$ cat src/rtl/acl_txbuf_ctrl.sv
// Per-LT_ADDR ping-pong ACL TX payload buffer manager: picks new/old/zero-length payload
// at header start, releases ACKed buffers to the MCU and tracks MCU loads and flushes.
module acl_txbuf_ctrl #(
    parameter int NLT  = 8,
    parameter int LENW = 10
) (
    input  logic              clk_6M,
    input  logic              rstz,
    input  logic              connsnewmaster,
    input  logic              connsnewslave,
    input  logic              pk_encode,
    input  logic              header_st_p,
    input  logic [2:0]        txpk_lt_addr,
    input  logic              sendnewpy,
    input  logic              sendoldpy,
    input  logic              send0py,
    input  logic              regi_txload_p,
    input  logic [2:0]        regi_txload_ltaddr,
    input  logic [LENW-1:0]   regi_txload_len,
    input  logic              regi_flush_p,
    input  logic [2:0]        regi_flush_ltaddr,
    output logic              txpy_valid,
    output logic              txpy_bufsel,
    output logic [2:0]        txpy_ltaddr,
    output logic [LENW-1:0]   txpy_len,
    output logic              txdone_p,
    output logic [2:0]        txdone_ltaddr,
    output logic              txdone_buf,
    output logic              txdone_flushed,
    output logic              load_err_p,
    output logic [2*NLT-1:0]  txbuf_status
);

    function automatic logic lt_in_range(input logic [2:0] lt);
        return (int'(lt) < NLT);
    endfunction

    // Per-link buffer state
    logic [NLT-1:0]  wptr_q, wptr_d;
    logic [NLT-1:0]  rptr_q, rptr_d;
    logic [NLT-1:0]  inflight_q, inflight_d;
    logic [1:0]      valid_q [NLT];
    logic [1:0]      valid_d [NLT];
    logic [LENW-1:0] len_q [NLT][2];
    logic [LENW-1:0] len_d [NLT][2];

    // Registered outputs
    logic            txpy_valid_q, txpy_valid_d;
    logic            txpy_bufsel_q, txpy_bufsel_d;
    logic [2:0]      txpy_ltaddr_q, txpy_ltaddr_d;
    logic [LENW-1:0] txpy_len_q, txpy_len_d;
    logic            txdone_p_q, txdone_p_d;
    logic [2:0]      txdone_ltaddr_q, txdone_ltaddr_d;
    logic            txdone_buf_q, txdone_buf_d;
    logic            txdone_flushed_q, txdone_flushed_d;
    logic            load_err_p_q, load_err_p_d;

    logic [2:0]      dec_lt_s;
    logic [2:0]      ld_lt_s;
    logic [2:0]      fl_lt_s;
    logic            dec_s;
    logic            ld_s;
    logic            fl_s;
    logic            conn_s;
    logic            rptr_s;
    logic            inflight_s;
    logic            cand_s;

    assign dec_lt_s   = txpk_lt_addr;
    assign ld_lt_s    = regi_txload_ltaddr;
    assign fl_lt_s    = regi_flush_ltaddr;
    assign conn_s     = connsnewmaster | connsnewslave;
    assign dec_s      = header_st_p & pk_encode & lt_in_range(dec_lt_s);
    assign ld_s       = regi_txload_p & lt_in_range(ld_lt_s);
    assign fl_s       = regi_flush_p & lt_in_range(fl_lt_s);
    assign rptr_s     = rptr_q[dec_lt_s];
    assign inflight_s = inflight_q[dec_lt_s];
    // A new payload after an ACK comes from the other buffer, otherwise from the read pointer
    assign cand_s     = inflight_s ? ~rptr_s : rptr_s;

    // Next-state and next-output computation for decision, load and flush
    always_comb begin
        wptr_d           = wptr_q;
        rptr_d           = rptr_q;
        inflight_d       = inflight_q;
        valid_d          = valid_q;
        len_d            = len_q;
        txpy_valid_d     = txpy_valid_q;
        txpy_bufsel_d    = txpy_bufsel_q;
        txpy_ltaddr_d    = txpy_ltaddr_q;
        txpy_len_d       = txpy_len_q;
        txdone_p_d       = 1'b0;
        txdone_ltaddr_d  = txdone_ltaddr_q;
        txdone_buf_d     = txdone_buf_q;
        txdone_flushed_d = txdone_flushed_q;
        load_err_p_d     = 1'b0;

        if (conn_s) begin
            for (int i = 0; i < NLT; i++) begin
                valid_d[i]  = 2'b00;
                len_d[i][0] = {LENW{1'b0}};
                len_d[i][1] = {LENW{1'b0}};
            end
            wptr_d           = {NLT{1'b0}};
            rptr_d           = {NLT{1'b0}};
            inflight_d       = {NLT{1'b0}};
            txpy_valid_d     = 1'b0;
            txpy_bufsel_d    = 1'b0;
            txpy_ltaddr_d    = 3'd0;
            txpy_len_d       = {LENW{1'b0}};
            txdone_ltaddr_d  = 3'd0;
            txdone_buf_d     = 1'b0;
            txdone_flushed_d = 1'b0;
        end else begin
            if (dec_s) begin
                txpy_ltaddr_d = dec_lt_s;
                if (fl_s && (fl_lt_s == dec_lt_s)) begin
                    txpy_valid_d  = 1'b0;
                    txpy_bufsel_d = 1'b0;
                    txpy_len_d    = {LENW{1'b0}};
                end else if (send0py) begin
                    if (inflight_s) begin
                        valid_d[dec_lt_s][rptr_s] = 1'b0;
                        rptr_d[dec_lt_s]          = ~rptr_s;
                        inflight_d[dec_lt_s]      = 1'b0;
                        txdone_p_d                = 1'b1;
                        txdone_ltaddr_d           = dec_lt_s;
                        txdone_buf_d              = rptr_s;
                        txdone_flushed_d          = 1'b1;
                    end else begin
                        txdone_p_d = 1'b0;
                    end
                    txpy_valid_d  = 1'b1;
                    txpy_bufsel_d = 1'b0;
                    txpy_len_d    = {LENW{1'b0}};
                end else if (sendoldpy) begin
                    if (inflight_s) begin
                        txpy_valid_d  = 1'b1;
                        txpy_bufsel_d = rptr_s;
                        txpy_len_d    = len_q[dec_lt_s][rptr_s];
                    end else begin
                        txpy_valid_d  = 1'b0;
                        txpy_bufsel_d = 1'b0;
                        txpy_len_d    = {LENW{1'b0}};
                    end
                end else if (sendnewpy) begin
                    if (inflight_s) begin
                        valid_d[dec_lt_s][rptr_s] = 1'b0;
                        rptr_d[dec_lt_s]          = ~rptr_s;
                        txdone_p_d                = 1'b1;
                        txdone_ltaddr_d           = dec_lt_s;
                        txdone_buf_d              = rptr_s;
                        txdone_flushed_d          = 1'b0;
                    end else begin
                        txdone_p_d = 1'b0;
                    end
                    if (valid_q[dec_lt_s][cand_s]) begin
                        txpy_valid_d         = 1'b1;
                        txpy_bufsel_d        = cand_s;
                        txpy_len_d           = len_q[dec_lt_s][cand_s];
                        inflight_d[dec_lt_s] = 1'b1;
                    end else begin
                        txpy_valid_d         = 1'b0;
                        txpy_bufsel_d        = 1'b0;
                        txpy_len_d           = {LENW{1'b0}};
                        inflight_d[dec_lt_s] = 1'b0;
                    end
                end else begin
                    txpy_valid_d  = 1'b0;
                    txpy_bufsel_d = 1'b0;
                    txpy_len_d    = {LENW{1'b0}};
                end
            end else begin
                txpy_valid_d = txpy_valid_q;
            end

            // Load checks pre-cycle valid, so a buffer released this cycle still refuses it
            if (ld_s) begin
                if (valid_q[ld_lt_s][wptr_q[ld_lt_s]]) begin
                    load_err_p_d = 1'b1;
                end else begin
                    valid_d[ld_lt_s][wptr_q[ld_lt_s]] = 1'b1;
                    len_d[ld_lt_s][wptr_q[ld_lt_s]]   = regi_txload_len;
                    wptr_d[ld_lt_s]                   = ~wptr_q[ld_lt_s];
                end
            end else begin
                load_err_p_d = 1'b0;
            end

            if (fl_s) begin
                valid_d[fl_lt_s]    = 2'b00;
                inflight_d[fl_lt_s] = 1'b0;
                wptr_d[fl_lt_s]     = 1'b0;
                rptr_d[fl_lt_s]     = 1'b0;
            end else begin
                inflight_d[fl_lt_s] = inflight_d[fl_lt_s];
            end
        end
    end

    // State and output registers with asynchronous active-low reset
    always_ff @(posedge clk_6M or negedge rstz) begin
        if (!rstz) begin
            for (int i = 0; i < NLT; i++) begin
                valid_q[i]  <= 2'b00;
                len_q[i][0] <= {LENW{1'b0}};
                len_q[i][1] <= {LENW{1'b0}};
            end
            wptr_q           <= {NLT{1'b0}};
            rptr_q           <= {NLT{1'b0}};
            inflight_q       <= {NLT{1'b0}};
            txpy_valid_q     <= 1'b0;
            txpy_bufsel_q    <= 1'b0;
            txpy_ltaddr_q    <= 3'd0;
            txpy_len_q       <= {LENW{1'b0}};
            txdone_p_q       <= 1'b0;
            txdone_ltaddr_q  <= 3'd0;
            txdone_buf_q     <= 1'b0;
            txdone_flushed_q <= 1'b0;
            load_err_p_q     <= 1'b0;
        end else begin
            valid_q          <= valid_d;
            len_q            <= len_d;
            wptr_q           <= wptr_d;
            rptr_q           <= rptr_d;
            inflight_q       <= inflight_d;
            txpy_valid_q     <= txpy_valid_d;
            txpy_bufsel_q    <= txpy_bufsel_d;
            txpy_ltaddr_q    <= txpy_ltaddr_d;
            txpy_len_q       <= txpy_len_d;
            txdone_p_q       <= txdone_p_d;
            txdone_ltaddr_q  <= txdone_ltaddr_d;
            txdone_buf_q     <= txdone_buf_d;
            txdone_flushed_q <= txdone_flushed_d;
            load_err_p_q     <= load_err_p_d;
        end
    end

    for (genvar g = 0; g < NLT; g++) begin : g_status
        assign txbuf_status[2*g +: 2] = valid_q[g];
    end

    assign txpy_valid     = txpy_valid_q;
    assign txpy_bufsel    = txpy_bufsel_q;
    assign txpy_ltaddr    = txpy_ltaddr_q;
    assign txpy_len       = txpy_len_q;
    assign txdone_p       = txdone_p_q;
    assign txdone_ltaddr  = txdone_ltaddr_q;
    assign txdone_buf     = txdone_buf_q;
    assign txdone_flushed = txdone_flushed_q;
    assign load_err_p     = load_err_p_q;

endmodule

$ cat config.mk
export PLATFORM = sky130hd
export DESIGN_NAME = acl_txbuf_ctrl
export DESIGN_NICKNAME = d
export VERILOG_FILES = /design/src/rtl/acl_txbuf_ctrl.sv
export SDC_FILE = /design/constraint.sdc
export NUM_CORES = 1
export LEC_CHECK = 0
export ABC_AREA = 0
export CAP_MARGIN = 30
export CELL_PAD_IN_SITES_DETAIL_PLACEMENT = 0
export CELL_PAD_IN_SITES_GLOBAL_PLACEMENT = 1
export CORE_ASPECT_RATIO = 0.75
export CORE_MARGIN = 5
export CORE_UTILIZATION = 38
export CTS_BUF_LIST = sky130_fd_sc_hd__clkbuf_8
export DETAILED_ROUTE_END_ITERATION = 6
export PLACE_DENSITY_LB_ADDON = 0.2
export SYNTH_ARGS = -nofsm -noshare
export SYNTH_HDL_FRONTEND = slang
export SYNTH_SLANG_ARGS = --single-unit
$ cat constraint.sdc
create_clock -name clk_6M -period 5.55 [get_ports clk_6M]
set_clock_uncertainty 0.15 [all_clocks]
set_input_delay 1.11 -clock clk_6M [delete_from_list [all_inputs] [get_ports clk_6M]]
set_output_delay 1.11 -clock clk_6M [all_outputs]
set_load 0.02 [all_outputs]
After elaboration in Yosys (flattened, before gate mapping)
Index checks and enable logic that the tools add are counted.

Flip-flop bits (word level): 222. Output and inout bits: 38. Word-level logic and storage cells: 248.

Magnitude comparators: 21. Eq/ne operators: 4. Muxes and demuxes: 148. Bitwise operators: 22. Reduce and logical (&&, ||, !) cells: 17.

Operators by type and width (count): two-way mux 160 bit (3); two-way mux 16 bit (12); two-way mux 8 bit (24); bitwise mux 160 bit (1); two-way mux 10 bit (15); binary-select mux 20 bit (select 3 bit) (1); demux 20 bit (select 3 bit) (1); two-way mux 20 bit (3); two-way mux 1 bit (54); AND 16 bit (2); AND 8 bit (4); NOT 16 bit (2); two-way mux 3 bit (9); bitwise mux 8 bit (3); demux 2 bit (select 3 bit) (3); NOT 8 bit (2); bitwise OR 16 bit (1); two-way mux 2 bit (7); binary-select mux 1 bit (select 3 bit) (4); binary-select mux 2 bit (select 3 bit) (2); greater-or-equal comparator 4 bit, second input constant (3); less-than comparator 3 x 4 -> 1 bit, second input constant (3); less-than comparator 4 x 1 -> 1 bit, second input constant (3); NOT 3 -> 4 bit (3); other kinds (22) (47).

Longest topological paths before layout
Gate-level depths: netlist of the first run.

Depth in word-level cells: 24. Depth in mapped cells: 15.

Worst setup path before layout of the first run
No wires, ideal clock.

Path type: input port to flip-flop. From: input txpk_lt_addr[0]. To: register txpy_len_q[5] (netlist: txpy_len[5]). Setup time: 0.087 ns. Data arrival time: 4.204 ns. Setup slack: 1.109 ns. Cell stages on the path: 15. Path buffers: 6. Cell sequence: buf_6 -> buf_6 -> and2_4 -> buf_6 -> a22o_1 -> a211o_2 -> buf_6 -> buf_2 -> ha_1 -> buf_1 -> o221ai_1 -> a221oi_1 -> o211ai_2 -> a211o_1 -> o211ai_1.

Longest elaborated chain between the ends: 15. Elaborated cells between the ends (all ways): 33.

Ends and longest elaborated chain: from (decl) (RTL line 13) `input logic [2:0] txpk_lt_addr,`; binary-select mux 1 bit (select 3 bit) (RTL line 76) `assign rptr_s = rptr_q[dec_lt_s];`; two-way mux 1 bit (implied by the code) (RTL line 76); NOT 1 bit (RTL line 79) `assign cand_s = inflight_s ? ~rptr_s : rptr_s;`; two-way mux 1 bit (RTL line 79); NOT 1 -> 2 bit (implied by the code) (RTL line 160) `txpy_len_d = len_q[dec_lt_s][cand_s];`; two-way mux 10 bit (implied by the code) (3 in a row) (RTL line 160); two-way mux 10 bit (RTL line 157) `if (valid_q[dec_lt_s][cand_s]) begin`; two-way mux 10 bit (RTL line 146) `end else if (sendnewpy) begin`; two-way mux 10 bit (RTL line 136) `end else if (sendoldpy) begin`; two-way mux 10 bit (RTL line 121) `end else if (send0py) begin`; two-way mux 10 bit (*) (RTL line 117) `if (fl_s && (fl_lt_s == dec_lt_s)) begin`; two-way mux 10 bit (*) (RTL line 115) `if (dec_s) begin`; two-way mux 10 bit (*) (RTL line 98) `if (conn_s) begin`; to (signal assigned) (RTL line 215) `txpy_len_q <= {LENW{1'b0}};`; to (signal assigned) (RTL line 230) `txpy_len_q <= txpy_len_d;`; to (decl) (RTL line 51) `logic [LENW-1:0] txpy_len_q, txpy_len_d;`.

Mark *: on every way between the ends. The rest lies on a longest branch, timed or not. The select of a mux whose other input is x is not followed. A chain may end at the register's enable or synchronous reset.

Worst setup path in the final report of the first run
Same ends and word-level chain as after synthesis.

==> out/qor.yml, run 1 <==
worst_hold_path:
  holdPathEnd: "len_q[17]"
  hold_class: "register to register"
  hold-path-cell-count: 2
  hold_path.startpoint: "len_q[17]"
logic_synthesis:
  synth.distinct_cells: 66
  synth-seq-cells: 222
  ys_seq_area_share_pct: 49.11
  synthFlopType: "dfrtp_1"
  syn_nets: 1149
  syn-cell-area_um2: 11310
  synthCells: 1118
  synth-async-reset-ratio_pct: 100.0
  syn_avg_cell_area_um2: 10.12
  yosys_warnings: 0
  synth_edf_count: 0
worst_setup_path:
  r2r-end: "txpy_len[5]"
  cp_slowest_stage_delay_ns: 0.73
  arrival_ns: 4.81
  cp_data_required_time_ns: 5.87
  rr_startpoint: "rptr_q[5]"
  rrSetupSlack_ns: 2.01
  critPathCaptureType: "register"
  worstPathCellList: "buf_2, inv_1, buf_4, a32o_1, a211o_2, ha_1, o221ai_1, a221oi_1, o211ai_2, a211o_1, o211ai_1"
  cp_num_buf_inv: 3
  cp-start-kind: "input pin"
  slowest_stage: "a221oi_1"
  r2r_cells: 9
  path_class: "input pin to register"
  crit_fanout: 28
  path_delay_family: "compound AO/OA/AOI/OAI gates"
clocking:
  htree_levels: 2
  post_cts_resize_count: 0
  clkLatencyLatePin_ns: 0.56
  cts_root_buf: "clkbuf_8"
  cts_setup_buffers: 0
  cts_sinks: 222
  postCtsHoldBufs: 0
  cts_tree: "built"
  clk_path_buf_depth: 3
  path_clk_slew_ns: 0.06
  numCtsBuffers: 40
detailed_routing:
  vias: 9241
  vias_per_cell: 5.816
  wl_um: 38950
  antenna_left: 0
  drt-initial-drc-count: 814
  drc: 0
  dr.pass1.iters: 7
  wire_per_inst_um: 24.51
timing:
  final.period_utilization_pct: 80.94
  holdWs_ns: 0.3449
  finalHoldViolCount: 0
  max_slew.worst_pin.slew_ns: 1.005
  fmax_ghz: 0.2226
  tns_ns: 0
  rsz0062_at_grt: "no"
  finalSetupViolations: 0
  finalMaxSlewViolations: 0
  max-slew-margin-rel_pct: 32.27
  setup_slack_ns: 1.058
  period_minus_slack_ns: 4.492
floorplanning:
  dieArea_um2: 33350
  rows: 54
  core_area_um2: 29190
  ios: 68
  start_util_pct: 38.76
  die_h_um: 159.4
  fp.dieW_um: 209.2
status:
  outcome: "finished clean"
place:
  place_congestion: 0.8790
  hpwl_um: 25120
  dpl_cell_area_um2: 12290
  pre_cts_ws_ns: 0.5520
  portBuffers: 67
final_layout:
  final_nets: 1200
  final_area_um2: 13170
  drive_gt1_share_pct: 12.88
  synthToLayoutAreaGrowth_pct: 16.39
  nFillCells: 2858
  final_common_cell: "dfrtp_1"
  layout_common_cells: "dfrtp_1 (222), o21ai_0 (114), nor2_1 (112)"
grt:
  antenna_found_initial: 0
  global_route.usage.met3_pct: 5.476
  busiest_layer: "met1"
  grt_max_degree: 104
  grt_remaining_overflow: 0
  grt_pass1_vias: 9004
  grt_use_total_pct: 22.82
  use_met2_pct: 31.92
  grt_use_met1_pct: 36.02
  grt_pass1_wl_um: 59030
pwr:
  p_leak_nw: 5.276
  p_per_area_nw_per_um2: 274.6
  power_mw: 3.615
  peakVddDrop_uv: 204.4
run:
  drv_cap: 0
## synthesized netlist by cell type, types with 7 or more instances
cell type,number,area share (%)
dfrtp_1,222,49
clkbuf_1,41,1.4
o21ai_0,114,5.0
inv_1,9,0.30
buf_4,14,0.93
nand2_1,67,2.2
a221oi_1,15,1.2
o221ai_1,13,1.0
a22oi_1,17,1.1
nor2_1,113,3.7
nand4_1,12,0.66
mux2i_1,111,9.8
o31ai_1,8,0.53
and3_1,9,0.50
buf_1,11,0.37
a21oi_1,53,2.3
o22ai_1,9,0.50
nand3_1,96,4.2
buf_2,26,1.2
nor2b_1,13,0.72
a22o_1,11,0.85
mux2_2,21,2.1
mux4_2,16,3.2
a221o_1,7,0.62
## report_power, final
group	internal [mW]	leakage (nW)	switching [mW]	total (mW)
clock	0.977	0.483	0.718	1.69
sequential	1.63	3.10	0.00498	1.63
combinational	0.0750	1.69	0.214	0.289
## per-layer routing
layer	share of wire [%]	vias to the layer above
met1	49	4669
met3	7.3	46
met4	1.3	0
li1	-	4181
met2	42	345
met5	0	-
## worst max-delay path by stage
stage                                from           to  slack (ns)  cells past startpoint
after global placement    txpk_lt_addr[0]  txpy_len[5]        0.67                     11
final                     txpk_lt_addr[0]  txpy_len[5]        1.06                     11
after global routing      txpk_lt_addr[0]  txpy_len[5]        0.88                     11
after detailed placement  txpk_lt_addr[0]  txpy_len[5]        0.55                     11
after floorplan           txpk_lt_addr[0]  txpy_len[5]        1.11                     15
after CTS                 txpk_lt_addr[0]  txpy_len[5]        1.14                     11
## tightest hold or removal path: stages (launching register included)
cell,delay (ns)
dfrtp_1,0.34
nand3_1,0.06
o21ai_0,0.06
## final cells by class
type / instances / area [um^2] / share of cell area, %
clock buffers: 52 / 715.7 / 5.436
clock inverters: 17 / 152.6 / 1.159
diodes: 1 / 2.502 / 0.01901
inverters: 11 / 41.29 / 0.3136
flip-flops and latches: 222 / 5555 / 42.19
well taps: 392 / 490.5 / 3.725
repair buffers: 107 / 983.4 / 7.469
multi-input cells: 787 / 5225 / 39.68
## kinds of logic after synthesis
| family | after synthesis | synth area share [%] |
|---|---|---|
| DFF | 222 | 49.11 |
| and+or+nand+nor | 352 | 14.58 |
| muxes | 149 | 15.22 |
| buffers and inverters | 109 | 4.767 |
| AOI/OAI and AO/OA | 282 | 15.98 |
| adders and majority gates | 1 | 0.1106 |
| xor gates and xnor gates | 3 | 0.2323 |
## through the flow
stage	cells	utilization, %
3_3_place_gp	1517	42.08
5_1_grt	1588	45.10
3_5_place_dp	1518	42.10
2_1_floorplan	1118	-
6_report	1589	45.11
4_1_cts	1587	45.07
## state kept, by name, summed over array words and instances (netlist names), 3 cells and up
| register | count |
|---|---|
| txbuf_status | 16 |
| rptr_q | 8 |
| txdone_ltaddr | 3 |
| txpy_ltaddr | 3 |
| wptr_q | 8 |
| len_q | 160 |
| txpy_len | 10 |
| inflight_q | 8 |
(Power assumes the default switching activity.)
==> run 2: changes to the inputs <==
Clock period 5.55 ns to 4 ns, I/O delays scaled along.
==> run 2 against run 1 <==
Compared with the run above:
- worst setup slack worse by 0.37 ns
- sequential power increased by 39%
- largest cell class unchanged
- non-clock buffer count is 35 higher
- flip-flop and latch count stayed put
==> out/qor.yml, run 2 (synthesis results as in run 1) <==
clocking:
  clkLatencyLatePin_ns: 0.55
  path_clk_slew_ns: 0.07
  post_cts_resize_count: 0
  cts_sinks: 222
  cts_tree: "built"
  cts_root_buf: "clkbuf_8"
  clk_path_buf_depth: 3
  cts_setup_buffers: 0
  htree_levels: 2
  postCtsHoldBufs: 0
  numCtsBuffers: 37
detailed_routing:
  drc: 0
  dr.pass1.iters: 5
  wire_per_inst_um: 24.03
  vias: 9266
  antenna_left: 0
  wl_um: 38850
  drt-initial-drc-count: 1026
  vias_per_cell: 5.730
final_layout:
  final_nets: 1232
  drive_gt1_share_pct: 15.10
  multi_input_area_um2: 5231
  layout_common_cells: "dfrtp_1 (222), o21ai_0 (114), nor2_1 (112)"
  final_common_cell: "dfrtp_1"
  seqCellArea_um2: 5555
  nFillCells: 2849
  synthToLayoutAreaGrowth_pct: 18.32
  diodes: 0
  regMostFlops: "len_q"
  largest_reg_flops: 160
grt:
  antenna_found_initial: 0
  grt_max_degree: 89
  grt_pass1_wl_um: 59080
  grt_use_total_pct: 22.81
  grt_remaining_overflow: 0
  grt_pass1_vias: 9171
place:
  place_congestion: 0.8740
  hpwl_um: 25860
  portBuffers: 67
pwr:
  peakVddDrop_uv: 249.0
  p_leak_nw: 5.399
  p_per_area_nw_per_um2: 351.2
timing:
  tns_ns: 0
  max_slew.worst_pin.slew_ns: 1.016
  rsz0062_at_grt: "no"
  period_minus_slack_ns: 3.313
  finalHoldViolCount: 0
  final.period_utilization_pct: 82.82
  holdWs_ns: 0.1350
  finalMaxSlewViolations: 0
  fmax_ghz: 0.3019
  max-slew-margin-rel_pct: 31.67
  finalSetupViolations: 0
floorplanning:
  start_util_pct: 38.76
  die_h_um: 159.4
  core_area_um2: 29190
  fp.dieW_um: 209.2
  dieArea_um2: 33350
  rows: 54
  ios: 68
worst_setup_path:
  critPathCaptureType: "register"
  cp-start-kind: "input pin"
  crit_fanout: 10
  cp_data_required_time_ns: 4.32
  arrival_ns: 3.63
  path_class: "input pin to register"
worst_hold_path:
  hold_class: "input pin to asynchronous set/reset pin"
run:
  drv_cap: 0
status:
  outcome: "finished clean"
[run 2: final timing paths]
path	from	to	slack [ns]	cells after the start
max in group asynchronous	rstz	len_q[39]	2.68	2
min in group clk_6M	len_q[34]	len_q[34]	0.35	2
hold / removal	rstz	len_q[141]	0.13	1
setup / recovery	txpk_lt_addr[0]	txpy_len[5]	0.69	10
setup reg to reg	rptr_q[4]	txpy_len[5]	0.84	9
hold reg to reg	len_q[34]	len_q[34]	0.35	2
[run 2: layout make-up]
class / instances / area share [%]
Clock inverter: 16 / 0.5235
Tap cell: 392 / 3.665
Multi-Input combinational cell: 787 / 39.09
Sequential cell: 222 / 41.51
Clock buffer: 47 / 4.833
Inverter: 11 / 0.3085
Timing Repair Buffer: 142 / 10.08
[run 2: stage by stage]
step                cells  total power, mW  instance area (um^2)  setup slack, ns  utilization [%]
floorplan            1118            2.510                 11320          0.02094                -
global route         1617            4.881                 13380           0.5791            45.85
CTS                  1617            4.747                 13380           0.7716            45.85
global placement     1554            2.728                 12670           0.2782            43.40
finish               1617            4.701                 13380           0.6871            45.85
detailed placement   1554            2.726                 12670           0.2061            43.40
[run 2: worst max-delay path, cell delays in order]
cell and delay [ns]:
buf_2 0.22, mux4_2 0.53, mux2i_1 0.23, inv_2 0.17
ha_1 0.37, o221ai_1 0.14, a221oi_2 0.44, o211ai_2 0.33
a211o_1 0.32, o211ai_1 0.07
[run 2: where the power goes]
group / internal, mW / switching, mW / total, mW
clock network: 1.05 / 0.958 / 2.01
registers: 2.26 / 0.00690 / 2.26
logic: 0.123 / 0.303 / 0.427
total: 3.43 / 1.27 / 4.70
[run 2: per-layer routing]
layer | vias to the layer above | routed length, um | GRT usage, %
met5 | - | 0 | 0
met4 | 0 | 754 | 5.188
met3 | 54 | 2448 | 4.530
met2 | 304 | 16490 | 32.67
met1 | 4655 | 19160 | 35.53
li1 | 4253 | - | -
==> run 3: changes to the inputs <==
Clock period 4 ns to 3.09 ns, I/O delays scaled along.
==> run 3 against run 2 <==
Compared with the run above:
- flip-flop and latch count stayed put
- worst setup slack worse by 0.40 ns
- clock power is 38% higher
- die area stayed put
- core utilization is 2.2 points higher
- critical path type is now register to register
- critical endpoint is now inflight_q[2]
- largest cell class unchanged
==> out/qor.yml, run 3 (synthesis results as in run 1) <==
final_layout:
  regMostFlops: "len_q"
  final_cells: 1665
  final_nets: 1276
  seqCellArea_um2: 5555
  final_common_cell: "dfrtp_1"
  nFillCells: 2740
  multi_input_area_um2: 5300
  largest_reg_flops: 160
  synthToLayoutAreaGrowth_pct: 23.87
  drive_gt1_share_pct: 18.38
  layout_common_cells: "dfrtp_1 (222), o21ai_0 (113), nor2_1 (112)"
  final_util_pct: 48.01
  diodes: 0
floorplanning:
  die_h_um: 159.4
  start_util_pct: 38.76
  ios: 68
  rows: 54
  core_area_um2: 29190
  dieArea_um2: 33350
  fp.dieW_um: 209.2
detailed_routing:
  wl_um: 40060
  drt-initial-drc-count: 893
  vias: 9575
  drc: 0
  vias_per_cell: 5.751
  dr.pass1.iters: 5
  antenna_left: 0
  wire_per_inst_um: 24.06
timing:
  final.period_utilization_pct: 90.83
  finalHoldViolCount: 0
  finalSetupViolations: 0
  finalMaxSlewViolations: 0
  period_minus_slack_ns: 2.807
  fmax_ghz: 0.3563
  max_slew.worst_pin.slew_ns: 1.055
  max-slew-margin-rel_pct: 29.10
  holdWs_ns: 0.3477
  rsz0062_at_grt: "no"
grt:
  grt_use_total_pct: 23.75
  grt_remaining_overflow: 0
  grt_pass1_vias: 9441
  global_route.usage.met3_pct: 4.786
  antenna_found_initial: 0
  grt_max_degree: 91
  grt_use_met1_pct: 37.56
  use_met2_pct: 33.20
  grt_pass1_wl_um: 61360
  busiest_layer: "met1"
clocking:
  numCtsBuffers: 38
  postCtsHoldBufs: 1
  clk_path_buf_depth: 3
  cts_tree: "built"
  cts_sinks: 222
  cts_root_buf: "clkbuf_8"
  post_cts_resize_count: 0
  htree_levels: 2
  clkLatencyLatePin_ns: 0.57
  cts_setup_buffers: 0
  path_clk_slew_ns: 0.06
worst_setup_path:
  arrival_ns: 3.11
  cp-start-kind: "register"
  path_class: "register to register"
  crit_fanout: 6
  cp_data_required_time_ns: 3.39
  critPathCaptureType: "register"
pwr:
  peakVddDrop_uv: 290.0
  p_per_area_nw_per_um2: 450.8
  p_leak_nw: 5.725
place:
  portBuffers: 67
  post-place-cells: 1595
  hpwl_um: 27410
  place_congestion: 0.8550
worst_hold_path:
  hold_class: "register to register"
run:
  drv_cap: 0
status:
  outcome: "finished clean"
-- run 3: path summary, 6_finish.rpt --
check,startpoint,endpoint,slack [ns],depth (start not counted)
min in group asynchronous,rstz,len_q[101],0.53,2
setup / recovery,rptr_q[4],inflight_q[2],0.28,9
hold reg to reg,len_q[13],len_q[13],0.35,2
setup reg to reg,rptr_q[4],inflight_q[2],0.28,9
max in group asynchronous,rstz,len_q[88],1.46,3
hold / removal,len_q[13],len_q[13],0.35,2
-- run 3: per-layer routing --
| metal | part of all wire, % | vias to the layer above |
|---|---|---|
| met3 | 7.5 | 65 |
| met1 | 49 | 4784 |
| met4 | 2.1 | 0 |
| li1 | - | 4339 |
| met5 | 0 | - |
| met2 | 41 | 387 |
-- run 3: power by group --
part / internal (mW) / total, mW / switching, mW
Clock: 1.50 / 2.77 / 1.26
Combinational: 0.210 / 0.621 / 0.411
Sequential: 2.92 / 2.93 / 0.00941
Total: 4.64 / 6.32 / 1.68
-- run 3: layout make-up --
cell class	instances	share of cell area, %
clock buffer	49	4.813
clock inverter	19	0.7590
inverter	11	0.2947
multi-input combinational	787	37.82
sequential	222	39.65
tap	392	3.500
timing repair buffer	185	13.16
-- run 3: worst max-delay path: stages, from the launching register on --
cell      delay, ns
dfrtp_1        0.40
mux4_2         0.46
mux2i_1        0.22
inv_2          0.08
ha_4           0.30
o221ai_4       0.10
a221oi_4       0.39
nor2_1         0.13
a22o_1         0.19
a311oi_1       0.27
-- run 3: stage by stage --
step	power [mW]	setup TNS (ns)	setup WS, ns	instance area [um^2]
after floorplan	3.256	-4.048	-0.3274	11400
after global placement	3.596	-0.6575	-0.05176	13190
after detailed placement	3.596	-7.450	-0.1437	13190
after CTS	6.378	0	0.3253	13980
after global routing	6.536	0	0.1545	14010
final	6.317	0	0.2833	14010
